### config.mk
export PLATFORM = sky130hd
export DESIGN_NAME = timer_irq_source_flat
export DESIGN_NICKNAME = d
export VERILOG_FILES = /design/src/rtl/cpu_pkg.sv /design/src/rtl/timer_irq_source_if.sv /design/src/rtl/timer_prescaler.sv /design/src/rtl/timer_irq_source.sv /design/src/flat_wrapper.sv
export SDC_FILE = /design/constraint.sdc
export NUM_CORES = 1
export LEC_CHECK = 0
export BUFFER_PORTS_ARGS = -buffer_cell sky130_fd_sc_hd__buf_2
export CAP_MARGIN = 15
export CELL_PAD_IN_SITES_DETAIL_PLACEMENT = 1
export CELL_PAD_IN_SITES_GLOBAL_PLACEMENT = 1
export CORE_UTILIZATION = 42
export DETAILED_ROUTE_END_ITERATION = 7
export GPL_TIMING_DRIVEN = 0
export HOLD_SLACK_MARGIN = 0.06
export PLACE_DENSITY = 0.87
export SYNTH_ARGS = -nofsm -noshare
export SYNTH_HDL_FRONTEND = slang
export SYNTH_HIERARCHICAL = 1
export SYNTH_SLANG_ARGS = --single-unit
### constraint.sdc
create_clock -name clk -period 3.6 [get_ports clk]
set_input_delay 0.18 -clock clk [delete_from_list [all_inputs] [get_ports clk]]
set_output_delay 0.18 -clock clk [all_outputs]
set_load 0.01 [all_outputs]
### src/rtl/cpu_pkg.sv
// Shared CPU-side constants for the memory-mapped interval timer: window base,
// register offsets, TCON bit positions and the address-to-register decode.
package cpu_pkg;

  localparam logic [31:0] TIMER_BASE = 32'h4000_0000;

  localparam logic [3:0] TH_OFF   = 4'h0;
  localparam logic [3:0] TL_OFF   = 4'h4;
  localparam logic [3:0] TCON_OFF = 4'h8;

  localparam int TCON_EN = 0;  // run enable
  localparam int TCON_IE = 1;  // irq enable
  localparam int TCON_ST = 2;  // irq status, sticky

  typedef enum logic [1:0] {
    REG_TH,
    REG_TL,
    REG_TCON,
    REG_NONE
  } reg_sel_e;

  // Offset is the byte address minus the window base; anything outside the
  // three aligned words maps to REG_NONE.
  function automatic reg_sel_e reg_decode(input logic [31:0] offset);
    reg_sel_e sel;
    sel = REG_NONE;
    if (offset[31:4] == 28'd0 && offset[1:0] == 2'b00) begin
      case (offset[3:0])
        TH_OFF:   sel = REG_TH;
        TL_OFF:   sel = REG_TL;
        TCON_OFF: sel = REG_TCON;
        default:  sel = REG_NONE;
      endcase
    end
    return sel;
  endfunction

endpackage

### src/rtl/timer_irq_source_if.sv
// CPU data-bus view of the timer: address/strobes from the core, read data and
// window hit back to the core's load mux.
interface timer_irq_source_if;
  logic [31:0] addr;
  logic [31:0] wdata;
  logic        MemRead;
  logic        MemWrite;
  logic [31:0] rdata;
  logic        hit;

  modport master (output addr, wdata, MemRead, MemWrite, input rdata, hit);
  modport slave  (input addr, wdata, MemRead, MemWrite, output rdata, hit);
endinterface

### src/rtl/timer_prescaler.sv
// Divides clk by (presc_i+1) while enabled; tick_o is high in the cycle the
// count matches, and the count is held whenever the timer is stopped.
module timer_prescaler #(
  parameter int PRESC_W = 8
) (
  input  logic               clk,
  input  logic               reset,
  input  logic               en_i,
  input  logic [PRESC_W-1:0] presc_i,
  output logic               tick_o
);

  logic [PRESC_W-1:0] pcnt_q, pcnt_d;

  assign tick_o = en_i && (pcnt_q == presc_i);

  // NOTE: default the next-state value before any condition so no path leaves
  // it unassigned; otherwise always_comb infers a latch.
  always_comb begin
    pcnt_d = pcnt_q;
    if (en_i) begin
      pcnt_d = tick_o ? '0 : pcnt_q + 1'b1;
    end
  end

  // NOTE: state registers use non-blocking assignment so every flop samples
  // values from before the edge, independent of process ordering.
  always_ff @(posedge clk or negedge reset) begin
    if (!reset) begin
      pcnt_q <= '0;
    end else begin
      pcnt_q <= pcnt_d;
    end
  end

endmodule

### src/rtl/timer_irq_source.sv
// Memory-mapped interval timer (TH reload, TL count, TCON ctrl/status) that
// raises a level IRQ on TL overflow until software clears the status bit.
module timer_irq_source
  import cpu_pkg::*;
#(
  parameter logic [31:0] BASE_ADDR = TIMER_BASE,
  parameter int          PRESC_W   = 8
) (
  input  logic               clk,
  input  logic               reset,
  timer_irq_source_if.slave  bus,
  input  logic [PRESC_W-1:0] presc,
  output logic               IRQ
);

  logic [31:0] th_q, th_d;
  logic [31:0] tl_q, tl_d;
  logic [2:0]  tcon_q, tcon_d;

  reg_sel_e    sel;
  logic [31:0] offset;
  logic        we_th, we_tl, we_tcon;
  logic        tick, overflow, status_set;

  assign offset   = bus.addr - BASE_ADDR;
  assign sel      = reg_decode(offset);
  assign bus.hit  = (sel != REG_NONE);

  assign we_th    = bus.MemWrite && (sel == REG_TH);
  assign we_tl    = bus.MemWrite && (sel == REG_TL);
  assign we_tcon  = bus.MemWrite && (sel == REG_TCON);

  timer_prescaler #(
    .PRESC_W (PRESC_W)
  ) u_presc (
    .clk     (clk),
    .reset   (reset),
    .en_i    (tcon_q[TCON_EN]),
    .presc_i (presc),
    .tick_o  (tick)
  );

  assign overflow   = tick && (tl_q == 32'hFFFF_FFFF);
  assign status_set = overflow && tcon_q[TCON_IE];

  // Bus writes override the count, but the overflow's status set is applied
  // after a TCON write so a clear racing an overflow never loses the IRQ.
  always_comb begin
    th_d   = we_th ? bus.wdata : th_q;
    tl_d   = tl_q;
    tcon_d = we_tcon ? bus.wdata[2:0] : tcon_q;
    if (tick) begin
      tl_d = overflow ? th_q : tl_q + 32'd1;
    end
    if (we_tl) begin
      tl_d = bus.wdata;
    end
    if (status_set) begin
      tcon_d[TCON_ST] = 1'b1;
    end
  end

  always_ff @(posedge clk or negedge reset) begin
    if (!reset) begin
      th_q   <= '0;
      tl_q   <= '0;
      tcon_q <= '0;
    end else begin
      th_q   <= th_d;
      tl_q   <= tl_d;
      tcon_q <= tcon_d;
    end
  end

  always_comb begin
    bus.rdata = '0;
    if (bus.MemRead) begin
      case (sel)
        REG_TH:   bus.rdata = th_q;
        REG_TL:   bus.rdata = tl_q;
        REG_TCON: bus.rdata = {29'd0, tcon_q};
        default:  bus.rdata = '0;
      endcase
    end
  end

  // Driven only from register state, so bus inputs never reach the IRQ line.
  assign IRQ = tcon_q[TCON_IE] & tcon_q[TCON_ST];

endmodule
### src/flat_wrapper.sv
// flat-port wrapper written by rule: the top's interface ports become plain ports
module timer_irq_source_flat import cpu_pkg::*;
#(
  parameter logic [31:0] BASE_ADDR = TIMER_BASE,
  parameter int          PRESC_W   = 8
)
  (clk, reset, presc, IRQ, bus_addr, bus_wdata, bus_MemRead, bus_MemWrite, bus_rdata, bus_hit);
  timer_irq_source_if bus_i ();
  input  logic clk;
  input  logic reset;
  input  logic [PRESC_W-1:0] presc;
  output logic IRQ;
  input wire logic [$bits(bus_i.addr)-1:0] bus_addr;
  input wire logic [$bits(bus_i.wdata)-1:0] bus_wdata;
  input wire logic [$bits(bus_i.MemRead)-1:0] bus_MemRead;
  input wire logic [$bits(bus_i.MemWrite)-1:0] bus_MemWrite;
  output wire logic [$bits(bus_i.rdata)-1:0] bus_rdata;
  output wire logic [$bits(bus_i.hit)-1:0] bus_hit;
  assign bus_i.addr = bus_addr;
  assign bus_i.wdata = bus_wdata;
  assign bus_i.MemRead = bus_MemRead;
  assign bus_i.MemWrite = bus_MemWrite;
  assign bus_rdata = bus_i.rdata;
  assign bus_hit = bus_i.hit;
  timer_irq_source #(.BASE_ADDR(BASE_ADDR), .PRESC_W(PRESC_W)) u_core (.clk(clk), .reset(reset), .bus(bus_i), .presc(presc), .IRQ(IRQ));
endmodule
==> Word-level counts from Yosys, hierarchy flattened <==
Index checks and enable logic that the tools add are counted.
{ "word_totals": {"output_inout_bits": 34, "wordCells": 39, "input_bits": 76, "register_bits": 75} }
{ "classes": {"reduce_logical": 13, "mux": 10, "bitwise_logic": 1, "eq_ne": 7, "n_addsub": 3} }
{ "ops": {"columns": ["cell", "n"], "rows": [
  ["32-bit two-way mux", 4],
  ["32-bit case mux with 3 select lines", 1],
  ["32-bit by 1-bit adder with 32-bit output, second input constant", 1],
  ["32-bit == test, second input constant", 1],
  ["32-bit by 31-bit subtractor with 32-bit output, second input constant", 1],
  ["28-bit logical NOT", 1],
  ["8-bit by 1-bit adder with 8-bit output, second input constant", 1],
  ["8-bit == test", 1],
  ["8-bit two-way mux", 1],
  ["1-bit logical AND", 7],
  ["2-bit case mux with 3 select lines", 1],
  ["4-bit by 3-bit == test with 1-bit output, second input constant", 1],
  ["4-bit == test, second input constant", 1],
  ["2-bit logical NOT", 2],
  ["4-bit logical NOT", 1],
  ["2-bit nonzero test", 2],
  ["3-bit two-way mux", 1],
  ["2-bit by 1-bit == test with 1-bit output, second input constant", 1],
  ["2-bit == test, second input constant", 1],
  ["2-bit two-way mux", 1],
  ["2-bit inequality test, second input constant", 1],
  ["1-bit bitwise AND", 1],
  ["1-bit two-way mux", 1]
]} }

==> Longest topological paths before layout <==
Gate-level depths: netlist of the first run.
{ "logic_depth": {"depth_word": 8, "ltp_mapped": 12} }

==> By module <==
The synthesis of the first run kept the hierarchy.
{ "modules_own_cells": {"columns": ["module", "cells_each", "n_inst", "seq_area_each_um2", "area_each_um2"], "rows": [
  ["timer_irq_source", 492, 1, 1676.6, 4483.0],
  ["timer_prescaler", 56, 1, 200.2, 545.5]
]} }

==> Worst setup path after synthesis of the first run <==
No wires, ideal clock.
{ "synth_path": {"path_kind": "register to register", "start": "register u_core.u_presc.pcnt_q[3]", "end": "register u_core.tl_q[17]", "setup_time_ns": 0.082, "required_time_ns": 3.518, "arrival_ns": 2.670, "path_stages_with_launch": 11, "period_less_slack_ns": 2.752, "setup_slack_ns": 0.848, "path_cell_list": "dfrtp_1 -> xnor2_1 -> nand4_2 -> nor2_4 -> and2_1 -> nand4_1 -> or4_1 -> buf_2 -> nor3_4 -> mux2_2 -> a31oi_1"} }
{ "synth_between": {"elab_chain_len": 6, "elab_cells_between_ends": 7, "cone_classes": "eq/ne: 1; mux: 3; reduce/logical: 3"} }
{ "synth_rtl": {"columns": ["item", "line", "text"], "rows": [
  ["from (decl)", "timer_prescaler.sv:13", "logic [PRESC_W-1:0] pcnt_q, pcnt_d;"],
  ["from (signal assigned)", "timer_prescaler.sv:32", "pcnt_q <= pcnt_d;"],
  ["8-bit == test *", "timer_prescaler.sv:15", "assign tick_o = en_i && (pcnt_q == presc_i);"],
  ["1-bit logical AND *", "timer_prescaler.sv:15", null],
  ["named net u_core.tick", "timer_irq_source.sv:23", "logic tick, overflow, status_set;"],
  ["1-bit logical AND", "timer_irq_source.sv:43", "assign overflow = tick && (tl_q == 32'hFFFF_FFFF);"],
  ["32-bit two-way mux", "timer_irq_source.sv:53", "tl_d = overflow ? th_q : tl_q + 32'd1;"],
  ["32-bit two-way mux", "timer_irq_source.sv:52", "if (tick) begin"],
  ["32-bit two-way mux", "timer_irq_source.sv:55", "if (we_tl) begin"],
  ["to (signal assigned)", "timer_irq_source.sv:70", "tl_q <= tl_d;"],
  ["to (decl)", "timer_irq_source.sv:17", "logic [31:0] tl_q, tl_d;"]
]} }
The timed path passes the listed nets; every way through them passes the cells marked *. The select of a mux whose other input is x is not followed.
A chain may end at the register's enable or synchronous reset.

==> Worst setup path in the final report of the first run <==
{ "layout_path": {"start": "register u_core.u_presc.pcnt_q[3]", "end": "register u_core.tl_q[20]"} }
Same word-level chain as after synthesis.

==> results of run 1 <==
-- through the flow --
stage	worst slack [ns]	hold WS (ns)	cells	setup TNS [ns]	power, W
after floorplan	0.8480	-0.1156	548	0	0.0008880
after CTS	0.09482	0.06131	819	0	0.001823
after detailed placement	-0.2157	0.1629	801	-1.111	0.0009644
final	0.1837	0.06786	823	0	0.001811
after global routing	0.02835	0.05994	823	0	0.001860
after global placement	-0.2011	0.3998	800	-0.8277	0.0009569
-- cell families after synthesis --
group / share of synthesized area (%)
AO/OA/AOI/OAI: 14.41
AND/OR/NAND/NOR: 24.48
buffers and inverters: 4.429
adder cells (fa/ha/maj): 0.4976
flip-flops: 37.32
XOR/XNOR: 2.762
multiplexers: 16.10
-- path summary, 6_finish.rpt --
check	depth (start not counted)	endpoint	start	slack, ns
hold / removal	2	u_core/tl_q[26]	bus_wdata[26]	0.07
max in group asynchronous	3	u_core/th_q[30]	reset	2.64
setup reg to reg	12	u_core/tl_q[20]	u_core/u_presc/pcnt_q[3]	0.18
min in group asynchronous	2	u_core/u_presc/pcnt_q[7]	reset	0.36
hold reg to reg	1	u_core/th_q[14]	u_core/th_q[14]	0.53
setup / recovery	12	u_core/tl_q[20]	u_core/u_presc/pcnt_q[3]	0.18
-- cells in the mapped netlist, drive strengths merged --
library cell	n	area, um^2
nor2	65	251.5
buf	15	90.08
nor2b	1	6.260
o41ai	1	8.760
ha	2	25.02
a31oi	14	87.58
a2111oi	3	26.28
a211oi	3	27.52
nand3b	4	30.03
a21o	5	37.54
or2	1	6.260
o21a	2	15.01
a22o	3	26.28
a21oi	34	177.7
and4	17	150.1
and3	4	26.28
xor2	3	26.28
nor4bb	1	10.01
nor3b	1	7.510
nor4b	2	17.52
o31ai	11	92.58
nor4	16	115.1
nor3	11	71.32
a221oi	3	26.28
a41oi	4	35.03
dfrtp	75	1877
nand3	18	90.09
a31o	2	17.52
mux2	39	439.2
clkbuf	22	87.58
o211ai	4	30.03
nand2b	3	18.77
o21ai	13	65.06
inv	12	45.04
or3	1	6.260
a311o	1	10.01
o22ai	3	18.77
or4	7	52.55
mux2i	37	370.4
xnor2	12	112.6
nand2	39	146.4
nand4	21	162.7
o21bai	2	15.01
a22oi	1	7.510
and2	10	62.56
-- routing by layer --
metal  share of wire, %  vias to the layer above
met5                  0                        -
met4                2.5                        0
met3                5.7                       45
met2                 50                      203
met1                 42                     2566
li1                   -                     2306
-- cell usage in the layout (no fill, tap or decap), drive strengths merged, types with 5 or more instances in the layout --
master  count
a21o        5
clkbuf     36
dfrtp      75
buf       129
o31ai      11
nand3      18
nor3       11
and4       17
xnor2      12
and2       10
nor2       65
a31oi      14
inv        12
or4         7
o21ai      13
mux2       39
nor4       16
a21oi      34
nand4      21
mux2i      37
nand2      39
-- where the power goes --
group | total (W) | switching [W] | internal [W] | leakage, nW
sequential | 0.000843 | 0.0000000128 | 0.000843 | 0.986
clock | 0.000861 | 0.000357 | 0.000503 | 0.137
combinational | 0.000107 | 0.0000582 | 0.0000487 | 1.65
total | 0.00181 | 0.000416 | 0.00140 | 2.77
-- state kept, by name, indices dropped and copies added, names as in the netlist --
| register | flops |
|---|---|
| u_core/th_q | 32 |
| u_core/tl_q | 32 |
| u_core/u_presc/pcnt_q | 8 |
| u_core/tcon_q | 3 |
-- layout make-up --
class	instances	area, um^2
fillers	1386	5449
multi-input cells	424	2945
flip-flops and latches	75	1877
repair buffers	116	618.1
clock buffers	14	264.0
well taps	143	178.9
plain buffers	37	177.7
inverters	12	45.04
clock inverters	2	10.01
-- critical path, stage by stage, from the launching register on --
cell and delay, ns:
dfrtp_1 0.45, xnor2_1 0.20, nand4_2 0.16, nor2_4 0.26, and2_2 0.31, nand4_1 0.27
or4_1 0.55, buf_2 0.20, nor3_4 0.18, buf_4 0.18, buf_6 0.18, a31oi_1 0.11
a22o_1 0.25
-- repair_timing --
item                                    4_1_cts  5_1_grt
endpoints found under the hold margin        34        0
resized for setup                             1        2
setup buffers                                 0        4
pin swaps                                     0        1
hold buffers                                  2        0
endpoints found under the setup margin        8       18
==> impl_metrics.env, run 1 <==
export IMPL_hold_path_class="primary input to flip-flop"
export IMPL_period_share_pct=94.90
export IMPL_crit_type="flip-flop to flip-flop"
export IMPL_routed_wl_mm=18.09
export IMPL_ios=110
export IMPL_clockRootBuffer="clkbuf_16"
export IMPL_clkTransAtPathRegs_ns=0.06
export IMPL_status="complete, but fails checks"
export IMPL_grt_remaining_overflow=0
export IMPL_grtUsageTotal_pct=29.76
export IMPL_drv_slew=0
export IMPL_h_tree_depth=3
export IMPL_ys_warn_count=6
export IMPL_violations="DRC"
export IMPL_use_met3_pct=4.355
export IMPL_num_antenna_cells=0
export IMPL_via_per_inst=6.221
export IMPL_start_util_pct=43.48
export IMPL_fin_worst_skew_ns=0.006496
export IMPL_die_x_um=111.4
export IMPL_cp_end_kind="flip-flop"
export IMPL_synth_cell_area_um2=5029
export IMPL_grt_pass1_vias=5433
export IMPL_area_growth_syn_to_layout_pct=21.62
export IMPL_die_area_um2=12410
export IMPL_min_period_ns=3.416
export IMPL_final_nets=753
export IMPL_grt_setup_unrepaired="false"
export IMPL_syn_nets=626
export IMPL_synth_cell_types=62
export IMPL_worstMarginPinSlew_ns=0.9343
export IMPL_p_per_area_nw_per_um2=296.1
export IMPL_p_leak_nw=2.773
export IMPL_grt_max_degree=43
export IMPL_ant_nets=0
export IMPL_setup_viol=0
export IMPL_dp_hpwl_mm=13.02
export IMPL_final_util_pct=52.88
export IMPL_hold_viol_final=0
export IMPL_yosys_register_bits=75
export IMPL_core_area_um2=11560
export IMPL_rows=39
export IMPL_grt_pass1_wl_mm=28.72
export IMPL_antenna_found_initial=0
export IMPL_ir_drop_uv=220.8
export IMPL_crit_path_start_kind="flip-flop"
export IMPL_wl_per_cell_um=21.97
export IMPL_postPlaceCellArea_um2=5776
export IMPL_cp_max_fo=10
export IMPL_maxCapViolations=0
export IMPL_drive_above_1_share_pct=29.56
export IMPL_first_iter_violations=397
export IMPL_die_y_um=111.4
export IMPL_slew_headroom_pct=37.38
export IMPL_worstPathArrival_ns=3.64
export IMPL_drc_errors=16
export IMPL_yosysSeqAreaShare_pct=37.32
export IMPL_cts_buffer_depth=2
export IMPL_vias=5120
export IMPL_cts_tree="done"
export IMPL_use_met2_pct=51.83
export IMPL_clk_latency_ns=0.34
export IMPL_port_buffers=109
export IMPL_grt_busiest_layer="met2"
export IMPL_cts_sinks=75
export IMPL_grt_use_met1_pct=37.48
export IMPL_netlist_instances=548
export IMPL_avgSynthCellArea_um2=9.176
export IMPL_cts_buffers=9
export IMPL_drt_first_pass_iters=7
export IMPL_worstPathRequired_ns=3.83
export IMPL_fmax_ghz=0.2927
export IMPL_design_area_um2=6116
export IMPL_gp_congestion=0.9087
Power figures use the tool's default switching activity.
==> inputs of run 2 (changes only) <==
--- a/config.mk
+++ b/config.mk
@@ -9,12 +9,11 @@
 export CAP_MARGIN = 15
 export CELL_PAD_IN_SITES_DETAIL_PLACEMENT = 1
 export CELL_PAD_IN_SITES_GLOBAL_PLACEMENT = 1
-export CORE_UTILIZATION = 42
+export CORE_UTILIZATION = 41
 export DETAILED_ROUTE_END_ITERATION = 7
 export GPL_TIMING_DRIVEN = 0
 export HOLD_SLACK_MARGIN = 0.06
-export PLACE_DENSITY = 0.87
+export PLACE_DENSITY = 0.85
 export SYNTH_ARGS = -nofsm -noshare
 export SYNTH_HDL_FRONTEND = slang
-export SYNTH_HIERARCHICAL = 1
 export SYNTH_SLANG_ARGS = --single-unit
==> run 2 against run 1 <==
Effect of this change:
- the flow still finishes with violations (DRC)
- via count fell by 11%
- worst hold slack got worse by 0.0068 ns
- fmax rose by 35%
- wire length fell by 13%
- sequential power barely moved
- count of clock-buffer cells in the layout fell by 3
- cell count fell by 5.1%
- synthesized cell count fell by 7.7%
- clock power rose by 10%
- clock skew rose by 0.0023 ns
- highest routed layer unchanged
==> impl_metrics.env, run 2 <==
export IMPL_status="complete, but fails checks"
export IMPL_violations="DRC"
export IMPL_grt_pass1_wl_mm=24.81
export IMPL_synth_cell_area_um2=4782
export IMPL_crit_type="flip-flop to flip-flop"
export IMPL_wl_per_cell_um=20.20
export IMPL_p_per_area_nw_per_um2=321.2
export IMPL_dp_hpwl_mm=11.57
export IMPL_fin_tns_setup_ns=0
export IMPL_hold_end="u_core.tl_q[11]"
export IMPL_die_y_um=110
export IMPL_cp_end_kind="flip-flop"
export IMPL_synth_top_cells_by_area="dfrtp_1, mux2i_1, mux2_1"
export IMPL_cts_tree="done"
export IMPL_worstRegToRegCells=8
export IMPL_synthTopCellsByCount="dfrtp_1, nor2_1, nand2_1, mux2i_1, mux2_1"
export IMPL_worstMarginPinSlew_ns=0.9304
export IMPL_synthMuxAreaShare_pct=17.03
export IMPL_cts_sinks=75
export IMPL_min_from="bus_wdata[11]"
export IMPL_cp_cell_sequence="ha_1, and4_1, and4_1, and3_1, buf_4, nor2_1, o311ai_1, o21a_1"
export IMPL_num_antenna_cells=0
export IMPL_layout_commonest_cell="buf_2"
export IMPL_yosysTopAreaCellShare_pct=39.25
export IMPL_holdPathStages=2
export IMPL_via_per_inst=5.853
export IMPL_vias=4571
export IMPL_synth_area_leader_cell="dfrtp_1"
export IMPL_layout_common_cells="buf_2, dfrtp_1, nor2_1"
export IMPL_cp_max_fo=10
export IMPL_clkTransAtPathRegs_ns=0.06
export IMPL_ant_nets=0
export IMPL_yosys_area_share_simple_pct=21.77
export IMPL_r2r_end="u_core.tl_q[9]"
export IMPL_h_tree_depth=3
export IMPL_maxCapViolations=0
export IMPL_rows=39
export IMPL_routed_wl_mm=15.78
export IMPL_r2r_start="u_core.tl_q[0]"
export IMPL_async_flop_share_pct=100.0
export IMPL_worstPathArrival_ns=2.81
export IMPL_synth_ff_type="dfrtp_1"
export IMPL_synthAdderAreaFrac_pct=0.5233
export IMPL_critPathMaxStageDelay_ns=0.40
export IMPL_grtUsageTotal_pct=27.54
export IMPL_fin_worst_skew_ns=0.008812
export IMPL_clockRootBuffer="clkbuf_16"
export IMPL_antenna_found_initial=0
export IMPL_p_leak_nw=2.916
export IMPL_crit_path_start_kind="flip-flop"
export IMPL_slew_headroom_pct=37.97
export IMPL_yosys_register_bits=75
export IMPL_crit_top_cell="and4_1"
export IMPL_period_share_pct=70.15
export IMPL_regArea_um2=1877
export IMPL_grt_pass1_vias=4866
export IMPL_hold_path_class="primary input to flip-flop"
export IMPL_final_nets=711
export IMPL_grt_remaining_overflow=0
export IMPL_hold_worst_slack_ns=0.06107
export IMPL_area_growth_syn_to_layout_pct=23.78
export IMPL_grt_max_degree=66
export IMPL_setup_viol=0
export IMPL_synth_compound_area_share_pct=13.37
export IMPL_die_x_um=110
export IMPL_avgSynthCellArea_um2=9.451
export IMPL_netlist_instances=506
export IMPL_rrSetupSlack_ns=1.07
export IMPL_drv_slew=0
export IMPL_hold_viol_final=0
export IMPL_die_area_um2=12100
export IMPL_worstPathRequired_ns=3.88
export IMPL_clk_latency_ns=0.34
export IMPL_grt_setup_unrepaired="false"
export IMPL_cts_buffers=9
export IMPL_drive_above_1_share_pct=25.39
export IMPL_gp_congestion=0.8681
export IMPL_port_buffers=107
export IMPL_synth_most_common_cell="dfrtp_1"
export IMPL_cts_buffer_depth=2
export IMPL_drt_first_pass_iters=6
export IMPL_cp_slowest_cell="dfrtp_1"
export IMPL_p_total_w=0.001901
export IMPL_ir_drop_uv=159.7
export IMPL_syn_nets=584
export IMPL_first_iter_violations=176
export IMPL_multi_input_area_um2=2686
export IMPL_drc_errors=2
export IMPL_yosysSeqAreaShare_pct=39.25
export IMPL_fmax_ghz=0.3960
export IMPL_final_util_pct=52.06
export IMPL_fill_cells=1333
export IMPL_synth_xor_xnor_area_share_pct=3.480
export IMPL_synth_edff_count=0
export IMPL_synth_cell_types=61
export IMPL_min_period_ns=2.525
export IMPL_ys_warn_count=0
export IMPL_ios=110
export IMPL_core_area_um2=11370
export IMPL_top_regs="u_core.th_q (32), u_core.tl_q (32), u_core.u_presc.pcnt_q (8)"
export IMPL_synth_top_family_by_area="simple AND/OR/NAND/NOR gates"
export IMPL_start_util_pct=42.06
[run 2: changes by cell type after synthesis, moves of 6 or more]
cell,delta
nand2_1,+10
a31oi_1,-9
mux2_1,+30
o21ai_1,+17
nor4_1,-9
a21oi_1,-9
or4_1,-6
mux2_2,-34
and3_1,+6
and4_1,-10
buf_2,+7
clkbuf_1,-6
[run 2: where the power goes]
part | total [W] | switching, W | internal (W)
sequential | 0.000843 | 0.0000000000188 | 0.000843
combinational | 0.000111 | 0.0000583 | 0.0000532
clock | 0.000947 | 0.000370 | 0.000577
[run 2: cell families (layout without fill, tap and decap cells)]
family | count (synthesis) | after routing
buf+inv | 41 | 173
simple gates | 193 | 193
flops | 75 | 75
fa+ha+maj | 2 | 2
mux | 77 | 77
compound gates | 99 | 99
xor+xnor | 19 | 19
[run 2: per-layer routing]
metal  share of wire (%)  global-route usage (%)  routed length, um  vias up
li1                    -                       -                  -     2091
met1                  41                   32.13               6424     2314
met2                  51                   49.42               8105      134
met3                 5.2                   4.350                823       32
met4                 2.7                   12.57                422        0
met5                   0                       0                  0        -
[run 2: critical path, delay by kind of cell (launching register included)]
family / cells / cell delay, ns
compound gates: 2 / 0.50
buf+inv: 1 / 0.28
simple gates: 4 / 1.05
flops: 1 / 0.40
fa+ha+maj: 1 / 0.23
[run 2: layout make-up]
cell class,count,area share (%)
clock buffers,11,4.270
multi-input cells,390,45.38
clock inverters,5,1.015
flip-flops and latches,75,31.71
plain buffers,33,3.192
well taps,143,3.023
inverters,8,0.5073
repair buffers,116,10.91
[run 2: what timing repair did]
item | 4_1_cts | 5_1_grt
hold buffers | 8 | 0
endpoints found under the hold margin | 82 | 0
setup buffers | 0 | 0
resized for setup | 0 | 0
[run 2: worst max-delay path by stage]
| stage | cells after the start | startpoint | to | slack, ns |
|---|---|---|---|---|
| final | 8 | u_core.tl_q[0] | u_core.tl_q[9] | 1.07 |
| after global routing | 9 | bus_addr[24] | bus_rdata[22] | 0.94 |
| after CTS | 8 | u_core.tl_q[0] | u_core.tl_q[9] | 1.10 |
| after detailed placement | 8 | u_core.tl_q[0] | u_core.tl_q[9] | 1.16 |
| after global placement | 9 | bus_addr[9] | bus_rdata[28] | 1.19 |
| after floorplan | 9 | u_core.tl_q[0] | u_core.tl_q[13] | 1.58 |
[run 2: through the flow]
| stage | cell area, um^2 | worst slack, ns | cells |
|---|---|---|---|
| after global placement | 5497 | 1.192 | 756 |
| after global routing | 5919 | 0.9415 | 781 |
| after CTS | 5919 | 1.096 | 781 |
| after floorplan | 4782 | 1.575 | 506 |
| after detailed placement | 5527 | 1.157 | 757 |
| final | 5919 | 1.075 | 781 |
==> inputs of run 3 (changes only) <==
==> constraint.sdc (replaced) <==
create_clock -name clk -period 2.5 [get_ports clk]
set_input_delay 0.125 -clock clk [delete_from_list [all_inputs] [get_ports clk]]
set_output_delay 0.125 -clock clk [all_outputs]
set_load 0.01 [all_outputs]
==> run 3 against run 2 <==
Effect of this change:
- the run still ends with DRC left
- register-to-register slack lost 1.0 ns
- cell count grew 3.1%
- sequential share of layout area shrank 1.3 points
- sequential power grew 44%
- critical path depth grew 1
- count of clock-buffer cells in the layout is the same
- global-route usage grew 0.63 points
- worst hold slack gained 0.10 ns
- clock power grew 45%
- die area is the same
- largest cell class unchanged
- highest routed layer unchanged
==> impl_metrics.env, run 3 (same netlist as run 2, synthesis figures left out) <==
export IMPL_rows=39
export IMPL_dp_hpwl_mm=11.57
export IMPL_antenna_found_initial=0
export IMPL_drc_errors=2
export IMPL_die_y_um=110
export IMPL_core_area_um2=11370
export IMPL_via_per_inst=5.789
export IMPL_worstMarginPinSlew_ns=1.137
export IMPL_vias=4660
export IMPL_fmax_ghz=0.4099
export IMPL_crit_path_start_kind="flip-flop"
export IMPL_min_period_ns=2.440
export IMPL_postPlaceCellArea_um2=5527
export IMPL_grt_remaining_overflow=0
export IMPL_clk_latency_ns=0.34
export IMPL_grt_setup_unrepaired="false"
export IMPL_drt_first_pass_iters=6
export IMPL_p_seq_share_pct=43.8
export IMPL_p_comb_share_pct=6.9
export IMPL_wl_per_cell_um=20.17
export IMPL_fin_worst_skew_ns=0.01030
export IMPL_hold_path_class="primary input to async pin"
export IMPL_setup_viol=0
export IMPL_rrSetupSlack_ns=0.06
export IMPL_p_clk_share_pct=49.3
export IMPL_h_tree_depth=3
export IMPL_ios=110
export IMPL_layout_setup_ws_ns=0.06012
export IMPL_area_growth_syn_to_layout_pct=28.99
export IMPL_cp_end_kind="flip-flop"
export IMPL_p_leak_nw=3.019
export IMPL_final_nets=735
export IMPL_num_antenna_cells=0
export IMPL_crit_type="flip-flop to flip-flop"
export IMPL_period_share_pct=97.60
export IMPL_violations="DRC"
export IMPL_fill_cells=1326
export IMPL_drive_above_1_share_pct=24.77
export IMPL_cts_setup_buffers=0
export IMPL_regArea_um2=1877
export IMPL_grt_use_met1_pct=32.96
export IMPL_cts_tree="done"
export IMPL_routed_wl_mm=16.23
export IMPL_cts_buffers=9
export IMPL_use_met3_pct=4.644
export IMPL_first_iter_violations=193
export IMPL_hold_viol_final=0
export IMPL_port_buffers=107
export IMPL_cp_max_fo=10
export IMPL_switchingPower_w=0.0006244
export IMPL_multi_input_area_um2=2689
export IMPL_ir_drop_uv=233.0
export IMPL_clockRootBuffer="clkbuf_16"
export IMPL_slew_headroom_pct=24.22
export IMPL_top_regs="u_core.th_q (32), u_core.tl_q (32), u_core.u_presc.pcnt_q (8)"
export IMPL_status="complete, but fails checks"
export IMPL_grt_pass1_wl_mm=25.35
export IMPL_use_met2_pct=50.94
export IMPL_intPower_w=0.002147
export IMPL_fin_tns_setup_ns=0
export IMPL_grtUsageTotal_pct=28.18
export IMPL_die_x_um=110
export IMPL_cts_sinks=75
export IMPL_maxCapViolations=0
export IMPL_grt_busiest_layer="met2"
export IMPL_p_per_area_nw_per_um2=449.2
export IMPL_grt_pass1_vias=4918
export IMPL_layout_common_cells="buf_2, dfrtp_1, nor2_1"
export IMPL_cts_buffer_depth=2
export IMPL_design_area_um2=6168
export IMPL_die_area_um2=12100
export IMPL_dp_slack_ns=0.05694
export IMPL_worstPathArrival_ns=2.67
export IMPL_worstPathRequired_ns=2.73
export IMPL_swShare_pct=22.53
export IMPL_start_util_pct=42.06
export IMPL_drv_slew=0
export IMPL_grt_max_degree=66
export IMPL_gp_congestion=0.8681
export IMPL_ant_nets=0
export IMPL_clkTransAtPathRegs_ns=0.06
export IMPL_layout_commonest_cell="buf_2"
-- run 3: changes by cell type in the layout (fill, tap and decap cells not counted) --
cell,delta
dlygate4sd3_1,+25
and3_1,-1
and3_2,+1
and4_1,-1
and4_2,+1
clkbuf_1,-1
-- run 3: area by class of cell --
type	count	area share, %
plain buffers	32	3.002
clock buffers	11	4.097
clock inverters	5	0.9736
inverters	8	0.4868
multi-input cells	390	43.59
flip-flops and latches	75	30.43
well taps	143	2.901
repair buffers	141	14.52
-- run 3: final timing paths --
path / startpoint / to / cells past startpoint
max: u_core.tl_q[0] / u_core.tl_q[13] / 9
min: reset / u_core.tl_q[10] / 2
max reg2reg: u_core.tl_q[0] / u_core.tl_q[13] / 9
min reg2reg: u_core.th_q[21] / u_core.th_q[21] / 1
max in group asynchronous: reset / u_core.tl_q[23] / 3
min in group clk: bus_MemWrite / u_core.tcon_q[1] / 3
-- run 3: power by group through the flow --
| stage | Clock, W | Combinational, W | Sequential (W) |
|---|---|---|---|
| after floorplan | 0 | 0.0000419 | 0.00124 |
| after global placement | 0 | 0.000141 | 0.00124 |
| after detailed placement | 0 | 0.000152 | 0.00124 |
| after CTS | 0.00138 | 0.000193 | 0.00121 |
| after global routing | 0.00143 | 0.000212 | 0.00121 |
| final | 0.00137 | 0.000191 | 0.00121 |
-- run 3: layer usage --
layer	wire [um]	share of wire (%)
met5	0	0
met4	337	2.1
met3	949	5.8
met2	8298	51
met1	6649	41
-- run 3: metrics by stage --
stage | power, W | utilization [%] | std cells | hold slack [ns]
after floorplan | 0.001278 | - | 506 | -0.1706
after global placement | 0.001377 | 48.34 | 756 | 0.3399
after detailed placement | 0.001388 | 48.61 | 757 | -0.01653
after CTS | 0.002785 | 54.28 | 806 | 0.1657
after global routing | 0.002852 | 54.25 | 805 | 0.2042
final | 0.002771 | 54.25 | 805 | 0.1607
-- run 3: worst max-delay path: stages (launching register included) --
cell and delay [ns]:
dfrtp_1 0.41, ha_1 0.23, and4_2 0.32, and4_1 0.26, buf_4 0.20, nand3_2 0.15
buf_6 0.22, mux2i_1 0.15, a21oi_1 0.09, mux2_2 0.28
-- run 3: repair_timing --
item                                    4_1_cts  5_1_grt
hold endpoints to repair                    130        0
pin swaps                                     0        0
gates resized for setup                       1        1
endpoints found under the setup margin        1       12
hold buffers                                 33        0
gates cloned                                  0        0
